<file path="src/rtl/mean_restore_if.sv">
// rtl/mean_restore_if.sv - sample-in / pixel-out stream bundle for mean_restore
interface mean_restore_if;
  logic       in_valid;
  logic       in_ready;
  logic [8:0] in_data;
  logic       out_valid;
  logic       out_ready;
  logic [7:0] out_data;
  logic       out_last;

  // slave is the mean_restore side; master is the producer/consumer around it
  modport slave (
    input  in_valid, in_data, out_ready,
    output in_ready, out_valid, out_data, out_last
  );

  modport master (
    output in_valid, in_data, out_ready,
    input  in_ready, out_valid, out_data, out_last
  );
endinterface

</file>
<file path="src/rtl/mean_restore.sv">
// rtl/mean_restore.sv - adds a window mean back onto mean-subtracted samples,
// saturating to 8 bits and checking the restored window mean against avg_in.
module mean_restore #(
  parameter int WIN_LOG2 = 8
) (
  input  logic                clk,
  input  logic                rst,
  input  logic                start,
  input  logic [7:0]          avg_in,
  mean_restore_if.slave       s,
  output logic                busy,
  output logic                done,
  output logic                clamp_err,
  output logic                sum_mismatch
);

  localparam logic [1:0] IDLE   = 2'd0;
  localparam logic [1:0] STREAM = 2'd1;
  localparam logic [1:0] FLUSH  = 2'd2;
  localparam logic [1:0] DONE   = 2'd3;

  localparam logic [WIN_LOG2-1:0] LAST_CNT = '1;

  logic [1:0]            state;
  logic [7:0]            avg;
  logic [WIN_LOG2-1:0]   cnt;
  logic [WIN_LOG2+7:0]   sum;
  logic signed [9:0]     r;
  logic [7:0]            pix;
  logic                  sat;
  logic                  accept;
  logic                  out_hs;

  // 10-bit signed sum cannot overflow for any 9-bit sample plus 8-bit mean
  assign r   = $signed({s.in_data[8], s.in_data}) + $signed({2'b00, avg});
  assign sat = r[9] | r[8];
  assign pix = r[9] ? 8'h00 : (r[8] ? 8'hFF : r[7:0]);

  assign s.in_ready = (state == STREAM) && (!s.out_valid || s.out_ready);
  assign accept     = s.in_valid && s.in_ready;
  assign out_hs     = s.out_valid && s.out_ready;
  assign busy       = (state != IDLE);
  assign done       = (state == DONE);

  always_ff @(posedge clk) begin
    if (rst) begin
      state        <= IDLE;
      avg          <= '0;
      cnt          <= '0;
      sum          <= '0;
      clamp_err    <= 1'b0;
      sum_mismatch <= 1'b0;
      s.out_valid  <= 1'b0;
      s.out_data   <= '0;
      s.out_last   <= 1'b0;
    end else begin
      case (state)
        IDLE: begin
          if (start) begin
            state        <= STREAM;
            avg          <= avg_in;
            cnt          <= '0;
            sum          <= '0;
            clamp_err    <= 1'b0;
            sum_mismatch <= 1'b0;
          end
        end
        STREAM: begin
          if (accept) begin
            s.out_valid <= 1'b1;
            s.out_data  <= pix;
            s.out_last  <= (cnt == LAST_CNT);
            sum         <= sum + {{WIN_LOG2{1'b0}}, pix};
            if (sat) clamp_err <= 1'b1;
            // counter parks at its maximum so it never wraps inside a window
            if (cnt == LAST_CNT) state <= FLUSH;
            else cnt <= cnt + 1'b1;
          end else if (out_hs) begin
            s.out_valid <= 1'b0;
            s.out_last  <= 1'b0;
          end
        end
        FLUSH: begin
          if (out_hs) begin
            s.out_valid <= 1'b0;
            s.out_last  <= 1'b0;
            if (s.out_last) begin
              state        <= DONE;
              sum_mismatch <= (sum[WIN_LOG2+7:WIN_LOG2] != avg);
            end
          end
        end
        DONE: begin
          state <= IDLE;
        end
        default: begin
          state <= IDLE;
        end
      endcase
    end
  end

endmodule

</file>
<file path="src/flat_wrapper.sv">
// flat-port wrapper written by rule: the top's interface ports become plain ports
module mean_restore_flat 
#(
  parameter int WIN_LOG2 = 8
)
  (clk, rst, start, avg_in, busy, done, clamp_err, sum_mismatch, s_in_valid, s_in_data, s_out_ready, s_in_ready, s_out_valid, s_out_data, s_out_last);
  mean_restore_if s_i ();
  input  logic clk;
  input  logic rst;
  input  logic start;
  input  logic [7:0] avg_in;
  output logic busy;
  output logic done;
  output logic clamp_err;
  output logic sum_mismatch;
  input wire logic [$bits(s_i.in_valid)-1:0] s_in_valid;
  input wire logic [$bits(s_i.in_data)-1:0] s_in_data;
  input wire logic [$bits(s_i.out_ready)-1:0] s_out_ready;
  output wire logic [$bits(s_i.in_ready)-1:0] s_in_ready;
  output wire logic [$bits(s_i.out_valid)-1:0] s_out_valid;
  output wire logic [$bits(s_i.out_data)-1:0] s_out_data;
  output wire logic [$bits(s_i.out_last)-1:0] s_out_last;
  assign s_i.in_valid = s_in_valid;
  assign s_i.in_data = s_in_data;
  assign s_i.out_ready = s_out_ready;
  assign s_in_ready = s_i.in_ready;
  assign s_out_valid = s_i.out_valid;
  assign s_out_data = s_i.out_data;
  assign s_out_last = s_i.out_last;
  mean_restore #(.WIN_LOG2(WIN_LOG2)) u_core (.clk(clk), .rst(rst), .start(start), .avg_in(avg_in), .s(s_i), .busy(busy), .done(done), .clamp_err(clamp_err), .sum_mismatch(sum_mismatch));
endmodule
</file>
<file path="config.mk">
export PLATFORM = sky130hd
export DESIGN_NAME = mean_restore_flat
export DESIGN_NICKNAME = d
export VERILOG_FILES = /design/src/rtl/mean_restore_if.sv /design/src/rtl/mean_restore.sv /design/src/flat_wrapper.sv
export SDC_FILE = /design/constraint.sdc
export NUM_CORES = 1
export LEC_CHECK = 0
export CORE_ASPECT_RATIO = 1.75
export CORE_MARGIN = 8
export CORE_UTILIZATION = 50
export DETAILED_ROUTE_END_ITERATION = 12
export PLACE_DENSITY = 0.78
export SKIP_LAST_GASP = 1
export SLEW_MARGIN = 20
export SYNTH_ARGS = -nofsm -noshare
export SYNTH_HDL_FRONTEND = slang
export SYNTH_SLANG_ARGS = --single-unit
</file>
<file path="constraint.sdc">
create_clock -name clk -period 3.9 [get_ports clk]
set_input_delay 0.585 -clock clk [delete_from_list [all_inputs] [get_ports clk]]
set_output_delay 0.585 -clock clk [all_outputs]
set_load 0.02 [all_outputs]
</file>
# After elaboration in Yosys (flattened, before gate mapping)
# Index checks and enable logic that the tools add are counted.
# W data, S select, Z words.
[classes]
n_addsub = 3
n_reduce_logical = 17
mux = 28
n_bitwise = 1
eq_ne = 12
[ops]
columns = ["operator", "count"]
rows = [
  ["$mux W8", 5],
  ["$mux W16", 2],
  ["$pmux W16 S2", 1],
  ["$add A16 B8 Y16", 1],
  ["$pmux W8 S2", 1],
  ["$reduce_and A4 Y1", 3],
  ["$add A9 B9 Y10", 1],
  ["$mux W2", 5],
  ["$mux W1", 9],
  ["$add A8 B1 Y8 const B", 1],
  ["$eq A8 B8 Y1 const B", 1],
  ["$ne A2 B1 Y1 const B", 4],
  ["$ne A8 B8 Y1", 1],
  ["$pmux W1 S2", 4],
  ["$pmux W2 S4", 1],
  ["$reduce_bool A2 Y1", 4],
  ["$ne A2 B2 Y1 const B", 3],
  ["$reduce_and A5 Y1", 1],
  ["$eq A2 B2 Y1 const B", 2],
  ["$reduce_and A2 Y1", 2],
  ["$logic_and A1 B1 Y1", 3],
  ["$reduce_and A3 Y1", 1],
  ["$eq A2 B1 Y1 const B", 1],
  ["$logic_not A2 Y1", 1],
  ["3 further kinds", 3],
]
[totals]
regBits = 46
elab_cells = 70
output_inout_bits = 15
inputBits = 22

# Depth between registers and ports, before layout
# Gate-level depths: netlist (run 1).
[depth]
word_depth = 6
depth_mapped = 16
mapped_depth_nobuf = 16

# Worst setup path after synthesis (run 1)
# OpenSTA, ideal clock, no wires.
[synth_timing]
path_type = "input-to-reg"
start = "in s_in_data[0]"
end = "reg u_core.sum[12]"
required_ps = 3772
arrival_ps = 4033
setup_slack_ps = -261
setup_time_ps = 128
cell_stages = 16
n_path_buf = 0
path_cell_list = "ha_1 -> fa_1 -> a211oi_2 -> nor2_1 -> o41ai_4 -> xnor2_2 -> nor2_1 -> nor2_1 -> ha_1 -> fa_1 -> a21o_1 -> a211o_1 -> a2111oi_4 -> nor4_1 -> xnor2_1 -> nor2_1"
[synth_between]
elab_chain_cells = 6
[synth_lines]
columns = ["item", "line", "source"]
rows = [
  ["from (decl)", "flat_wrapper.sv:17", "input wire logic [$bits(s_i.in_data)-1:0] s_in_data;"],
  ["$add A9 B9 Y10 *", "mean_restore.sv:35", "assign r = $signed({s.in_data[8], s.in_data}) + $signed({2'b00, avg});"],
  ["$mux W8", "mean_restore.sv:37", "assign pix = r[9] ? 8'h00 : (r[8] ? 8'hFF : r[7:0]);"],
  ["$mux W8 *", "mean_restore.sv:37", ""],
  ["via u_core.pix[0]", "mean_restore.sv:29", "logic [7:0] pix;"],
  ["$add A16 B8 Y16 *", "mean_restore.sv:73", "sum <= sum + {{WIN_LOG2{1'b0}}, pix};"],
  ["$mux W16 *", "mean_restore.sv:69", "if (accept) begin"],
  ["$pmux W16 S2 *", "mean_restore.sv:57", "case (state)"],
  ["to (signal assigned)", "mean_restore.sv:73", ""],
  ["to (decl)", "mean_restore.sv:27", "logic [WIN_LOG2+7:0] sum;"],
]
# Mark *: on every way through the listed nets, which the timed path passes. The rest lies on a longest branch. The select of a mux whose other input is x is not followed.
# A chain may end at the register's enable or synchronous reset.

# Final worst setup path (run 1)
[layout_timing]
start = "in s_in_data[6]"
end = "reg u_core.sum[10]"
# The elaborated chain is that of the path after synthesis.

==> results.md, run 1 <==
* # rows at 36
* Number of global-route vias before repair at about 2700
* Sink Count at 46
* R2R Setup Slk at 170 ps
* Seq/Total Area, Yosys at 0.331
* Largest net degree at the start of global routing at 27
* Max-Cap Viols at 0
* TritonRoute pass-1 iters at 4
* Final hold vios at 0
* DP Area at around 3500 µm²
* R2r startpoint: u_core.avg[0]
* Power Density at 497 nW/µm²
* Initial Util at 0.510
* Achievable Freq at 265 MHz
* Fill cell count at 431
* Asr flop ratio synth at 0
* Commonest cells after routing, fill and taps aside: nor2_1 (49), buf_4 (45), dfxtp_1 (45)
* Via count of the routed design at 2705
* Critical path launch point type: input pin
* Detailed placement HPWL at 5880 µm
* Rel. slew slack at 0.423
* N_diodes at 0
* Number of port buffers at 36
* Post-Syn Instances at 338
* Final core occ at 0.679
* Layout Nets at 462
* Flops & latches, synth at 46
* DP Worst Slack at -640 ps
* Leading cell type in the layout, fill and taps excluded: nor2_1
* Min setup slack post-route at 133 ps
* Drt total wl at 7440 µm
* Synth Warn # at 0
* Worst-path fanout max at 4
* Clk_skew at between 10 and 15 ps
* Reg power frac at 0.312
* Vias per std cell at 5.48
* GRT overflow at 0
* Final Critical Period at 3770 ps
* Final instance area at 3700 µm²
* Final slew viol count at 0
* Core area at between 5000 and 6000 µm²
* Final setup fails at 0
* DR DRC count at 0
* Crit path kind: in -> reg
* Routed Antenna Nets at 0
* Worst Path Required at approximately 4100 ps
* Root Buffer Master: clkbuf_8
* Area Growth Syn to Fin at 33.2%
* Die W at 72.4 µm
* Main synth FF type: dfxtp_1
* I/O pins at 37
* Critical Path AT at 3960 ps
* Routed wire per std cell at 15.1 µm
* Hold bufs inserted after CTS at 0
* CTS buffer count at 5
* Sw Ratio at 0.421
* 1st-iter DRT viols at 188
* Comb power frac at 0.526
* Layout cell share with drive strength beyond 1 at 0.184
* Post-synth EDFFs at 0
* Least-Margin Pin Slew at 865 ps
* Mapped Area at ~2800 µm²
* Syn avg cell area at 8.23 µm²
* Status: finished clean
* Max rail drop VDD at just over 0.3 mV
* FF-to-FF End: u_core.sum[10]
* CTS max path bufs at 2
* CP Capture Point: u_core.sum[10]
* Setup crit start: s_in_data[6]
* Final period util at 0.966
* Hold Path Class: reg -> reg
* Clock power frac at 0.162
* Syn_nets at between 300 and 400
* FF-to-FF path depth at 17
* GRT Total Usage at 0.188
* Switching pwr at 0.774 mW
* Die area at 8300 µm²
* Total negative slack at 0 ps
* RSZ-0062 raised after global routing: true
* LEAKAGE at around 1.6 nW
* Clock Latency Late Sink at 310 ps
* Die span in y at 115 µm
* Yosys cell types at 49
* Clk pin slew, worst setup/hold paths at approximately 100 ps
* First-pass GRT wire length at 12300 µm
* Htree depth at 2
* Worst Setup End Kind: register
* Overall power at 1.84 mW
* Initial antenna violation count at 0
* Internal at between 1 and 1.5 mW
* Placer Congestion at around 0.86
* CTS tree: yes
synthesized netlist by cell type, drive strengths merged (2+ instances only):
cell	n	area share
nor2	50	0.068
dfxtp	46	0.33
a21oi	32	0.058
nand2	29	0.039
nand3	26	0.049
ha	21	0.095
o21ai	20	0.036
xor2	19	0.060
xnor2	13	0.044
clkbuf	8	0.011
inv	7	0.0095
nor3	7	0.013
a21o	6	0.016
o21a	5	0.014
a211oi	4	0.013
nand4	4	0.0090
and2	3	0.0068
and3	3	0.0068
nand2b	3	0.0068
nor4	3	0.0068
a22oi	2	0.0054
a311oi	2	0.0085
a31oi	2	0.0068
a32oi	2	0.0063
fa	2	0.014
o21bai	2	0.0054
or3	2	0.0045
routing by layer:
layer | track usage | share of wire | vias up
met5 | 0 | 0 | -
met4 | 0.115 | 0.049 | 0
met3 | 0.0395 | 0.033 | 19
met2 | 0.342 | 0.54 | 59
met1 | 0.185 | 0.38 | 1264
li1 | - | - | 1363
sequential cells by signal, indices dropped and copies added (netlist names):
register,count
u_core.sum_mismatch,1
u_core.sum,16
u_core.s.out_valid,1
u_core.avg,8
u_core.s.out_data,8
u_core.state,2
u_core.cnt,8
u_core.s.out_last,1
u_core.clamp_err,1
area by class of cell:
class / count / area (µm²) / area share
sequential: 46 / 925 / 0.250
tap: 76 / 95.1 / 0.0257
inverter: 7 / 26.3 / 0.00710
multi-input combinational: 276 / 1880 / 0.507
clock buffer: 5 / 68.8 / 0.0186
timing repair buffer: 81 / 691 / 0.187
clock inverter: 3 / 21.3 / 0.00575
worst min-delay path by stage:
| stage | startpoint | end | slack [ps] | cells past startpoint |
|---|---|---|---|---|
| after CTS | u_core.clamp_err | u_core.clamp_err | 450 | 2 |
| final | u_core.clamp_err | u_core.clamp_err | 450 | 2 |
| after global placement | u_core.clamp_err | u_core.clamp_err | 430 | 2 |
| after global routing | u_core.clamp_err | u_core.clamp_err | 480 | 2 |
| after floorplan | u_core.sum[2] | u_core.sum[2] | 440 | 2 |
| after detailed placement | u_core.clamp_err | u_core.clamp_err | 440 | 2 |
power groups by stage:
stage / Combinational [mW] / Clock [mW] / Sequential (mW)
after floorplan: 0.572 / 0 / 0.589
after global placement: 0.910 / 0 / 0.581
after detailed placement: 0.932 / 0 / 0.584
after CTS: 0.955 / 0.304 / 0.574
after global routing: 1.06 / 0.329 / 0.580
final: 0.967 / 0.299 / 0.574
through the flow:
step                hold WS, ps  std cells
floorplan                   436        338
global placement            434        480
detailed placement          440        480
CTS                         451        491
global route                482        494
finish                      449        494
logic make-up (layout without fill, tap and decap cells):
logic type / Yosys count / in the layout / synth area share
and+or+nand+nor: 132 / 132 / 0.213
AOI/OAI and AO/OA: 88 / 88 / 0.218
DFF: 46 / 46 / 0.331
xor gates and xnor gates: 32 / 32 / 0.104
adders and majority gates: 23 / 23 / 0.109
buffers and inverters: 16 / 96 / 0.0221
muxes: 1 / 1 / 0.00360
repair_timing:
| action | 4_1_cts | 5_1_grt |
|---|---|---|
| setup buffers | 3 | 3 |
| endpoints found under the setup margin | 11 | 4 |
| pin swaps | 20 | 12 |
| resized for setup | 20 | 1 |
critical path: stages:
cell	delay (ps)
clkdlybuf4s50_1	410
ha_2	200
a21o_1	170
buf_4	140
o41ai_4	340
xnor2_2	130
nor2_1	150
nor2_1	70
ha_2	200
fa_2	340
a21o_1	180
a211o_1	300
a2111oi_4	300
buf_4	190
nor3_2	40
xnor2_1	160
nor2_1	50
No activity file was read; power rests on OpenSTA's default activity.
==> inputs of run 2 (changes only) <==
--- a/config.mk
+++ b/config.mk
@@ -7,9 +7,9 @@
 export LEC_CHECK = 0
 export CORE_ASPECT_RATIO = 1.75
 export CORE_MARGIN = 8
-export CORE_UTILIZATION = 50
+export CORE_UTILIZATION = 59
 export DETAILED_ROUTE_END_ITERATION = 12
-export PLACE_DENSITY = 0.78
+export PLACE_DENSITY = 0.87
 export SKIP_LAST_GASP = 1
 export SLEW_MARGIN = 20
 export SYNTH_ARGS = -nofsm -noshare
==> constraint.sdc (replaced) <==
create_clock -name clk -period 4.7 [get_ports clk]
set_input_delay 0.705 -clock clk [delete_from_list [all_inputs] [get_ports clk]]
set_output_delay 0.705 -clock clk [all_outputs]
set_load 0.02 [all_outputs]
==> run 2 against run 1 <==
  * Sequential share of layout area increased by 2.5 points
  * Register-to-register slack improved by 600 ps
  * Core utilization increased by 4.6 points
  * Critical path type unchanged
  * Global-route usage increased by 1.7 points
  * Final cell count decreased by 12%
  * Die area decreased by 13%
  * Total power decreased by 23%
  * Clock skew about the same
  * Via count decreased by 3.6%
  * Sequential cell count unchanged
==> results.md, run 2 (synthesized netlist as in run 1, its figures left out) <==
* Total negative slack at 0 ps
* Hold Path Class: reg -> reg
* Post-Layout Cell Count at between 400 and 500
* First-pass GRT wire length at 11900 µm
* Switching pwr at 0.611 mW
* Routed wire per std cell at roughly 16 µm
* Layout cell share with drive strength beyond 1 at 0.0833
* DR DRC count at 0
* GRT Total Usage at 0.205
* Clk pin slew, worst setup/hold paths at 100 ps
* Clock power frac at 0.175
* RSZ-0062 raised after global routing: false
* Register area at 921 µm²
* Die area at 7250 µm²
* CTS tree: yes
* Drt total wl at roughly 7000 µm
* Die span in y at approximately 110 µm
* Max FFs per register at 16
* Achievable Freq at 228 MHz
* Final hold vios at 0
* Multi-input logic area at ~1800 µm²
* Area Growth Syn to Fin at 20.7%
* Reg power frac at 0.333
* Sw Ratio at 0.430
* DP Worst Slack at -157 ps
* Vias per std cell at 5.98
* Initial antenna violation count at 0
* N_diodes at 0
* Least-Margin Pin Slew at 691 ps
* Worst-path fanout max at 4
* 1st-iter DRT viols at 152
* Number of port buffers at 36
* Max incr delay on CP at approximately 440 ps
* Layout Nets at ~430
* Largest net degree at the start of global routing at 27
* Min setup slack post-route at 321 ps
* Register bank with the most flops: u_core.sum
* Number of global-route vias before repair at 2608
* Via count of the routed design at 2608
* Root Buffer Master: clkbuf_8
* Sink Count at between 40 and 50
* Power Density at 424 nW/µm²
* Placed insts at 427
* CTS max path bufs at 2
* Core area at 4620 µm²
* GRT overflow at 0
* Hold bufs inserted after CTS at 0
* Internal at around 0.81 mW
* Critical path cell sequence: clkdlybuf4s50_1, ha_1, fa_2, a211oi_2, nor2_2, o41ai_4, xnor2_2, nor2_2, nor2_1, ha_1, fa_1, a21o_1, a211o_1, a2111oi_4, nor3_1, xnor2_1, nor2_1
* Htree depth at 2
* Critical path launch point type: input pin
* Final slew viol count at 0
* Final instance area at ~3400 µm²
* CP delay by family, top: compound AO/OA/AOI/OAI gates
* Final setup fails at 0
* Crit path max-delay cell type: a2111oi_4
* Leading cell type in the layout, fill and taps excluded: nor2_1
* Max-Cap Viols at 0
* Comb power frac at 0.493
* Worst Path Required at 4890 ps
* Rel. slew slack at 0.536
* Overall power at 1.42 mW
* LEAKAGE at 1.38 nW
* Fill cell count at between 300 and 400
* Die W at ~68 µm
* Routed Antenna Nets at 0
* Clk_skew at 13.6 ps
* Final period util at 0.932
* Worst Setup End Kind: register
* CTS buffer count at 5
* Max rail drop VDD at 0.336 mV
* Crit path kind: in -> reg
* Final Critical Period at 4380 ps
* Commonest cells after routing, fill and taps aside: nor2_1 (48), dfxtp_1 (46), clkdlybuf4s50_1 (36)
* # rows at 33
* Critical Path AT at 4560 ps
* I/O pins at 37
* Buffers & Inverters on Critical Path at 1
* Placer Congestion at 0.869
* Initial Util at 0.601
* DP Area at ~3200 µm²
* Status: finished clean
* Detailed placement HPWL at 5430 µm
* TritonRoute pass-1 iters at 4
* Clock Latency Late Sink at 310 ps
==> run 2: cell count changes in the layout (fill, tap and decap cells not counted), sizes merged <==
| cell | previous run | this run |
|---|---|---|
| buf | 47 | 11 |
| dlygate4sd2 | 3 | 0 |
| clkdlybuf4s50 | 31 | 36 |
==> run 2: worst reg2reg max path, stage by stage (launching register included) <==
cell and delay (ps):
dfxtp_1 370, ha_1 230, fa_2 350, a211oi_2 290, nor2_2 100, o41ai_4 260
xnor2_2 140, nor2_2 140, nor2_1 50, ha_1 220, fa_1 390, a21o_1 190
a211o_1 300, a2111oi_4 440, nor3_1 110, xnor2_1 170, nor2_1 60
==> run 2: final timing paths <==
| path | from | end | slack [ps] | depth (start not counted) |
|---|---|---|---|---|
| worst max-delay path | s_in_data[0] | u_core.sum[8] | 320 | 17 |
| worst min-delay path | u_core.clamp_err | u_core.clamp_err | 460 | 2 |
| worst min register to register | u_core.clamp_err | u_core.clamp_err | 460 | 2 |
| worst max register to register | u_core.avg[0] | u_core.sum[8] | 770 | 16 |
==> run 2: power groups by stage <==
stage	clock (mW)	combinational, mW	sequential [mW]
6_report	0.248	0.701	0.473
5_1_grt	0.265	0.770	0.480
4_1_cts	0.251	0.689	0.473
3_5_place_dp	0	0.683	0.481
3_3_place_gp	0	0.667	0.481
2_1_floorplan	0	0.468	0.488
==> run 2: layer usage <==
layer	global-route usage	wire length [µm]	vias to the layer above
li1	-	-	1298
met1	0.210	2630	1224
met2	0.383	3850	71
met3	0.0365	294	15
met4	0.0810	201	0
met5	0	0	-
==> run 2: per-stage QoR <==
| stage | utilization | hold slack [ps] |
|---|---|---|
| finish | 0.726 | 455 |
| global route | 0.726 | 471 |
| CTS | 0.721 | 451 |
| detailed placement | 0.702 | 438 |
| global placement | 0.702 | 436 |
| floorplan | - | 436 |
==> run 2: timing repair <==
action                                  in CTS  in global routing
endpoints found under the setup margin       0                  4
endpoints found under the hold margin        0                  0
setup buffers                                0                  1
gates resized for setup                      0                  4
==> run 2: layout make-up <==
class,instances,share of cell area
multi-input combinational,276,0.540
timing repair buffer,47,0.132
inverter,7,0.00783
clock buffer,5,0.0205
clock inverter,3,0.00634
tap,52,0.0194
sequential,46,0.274
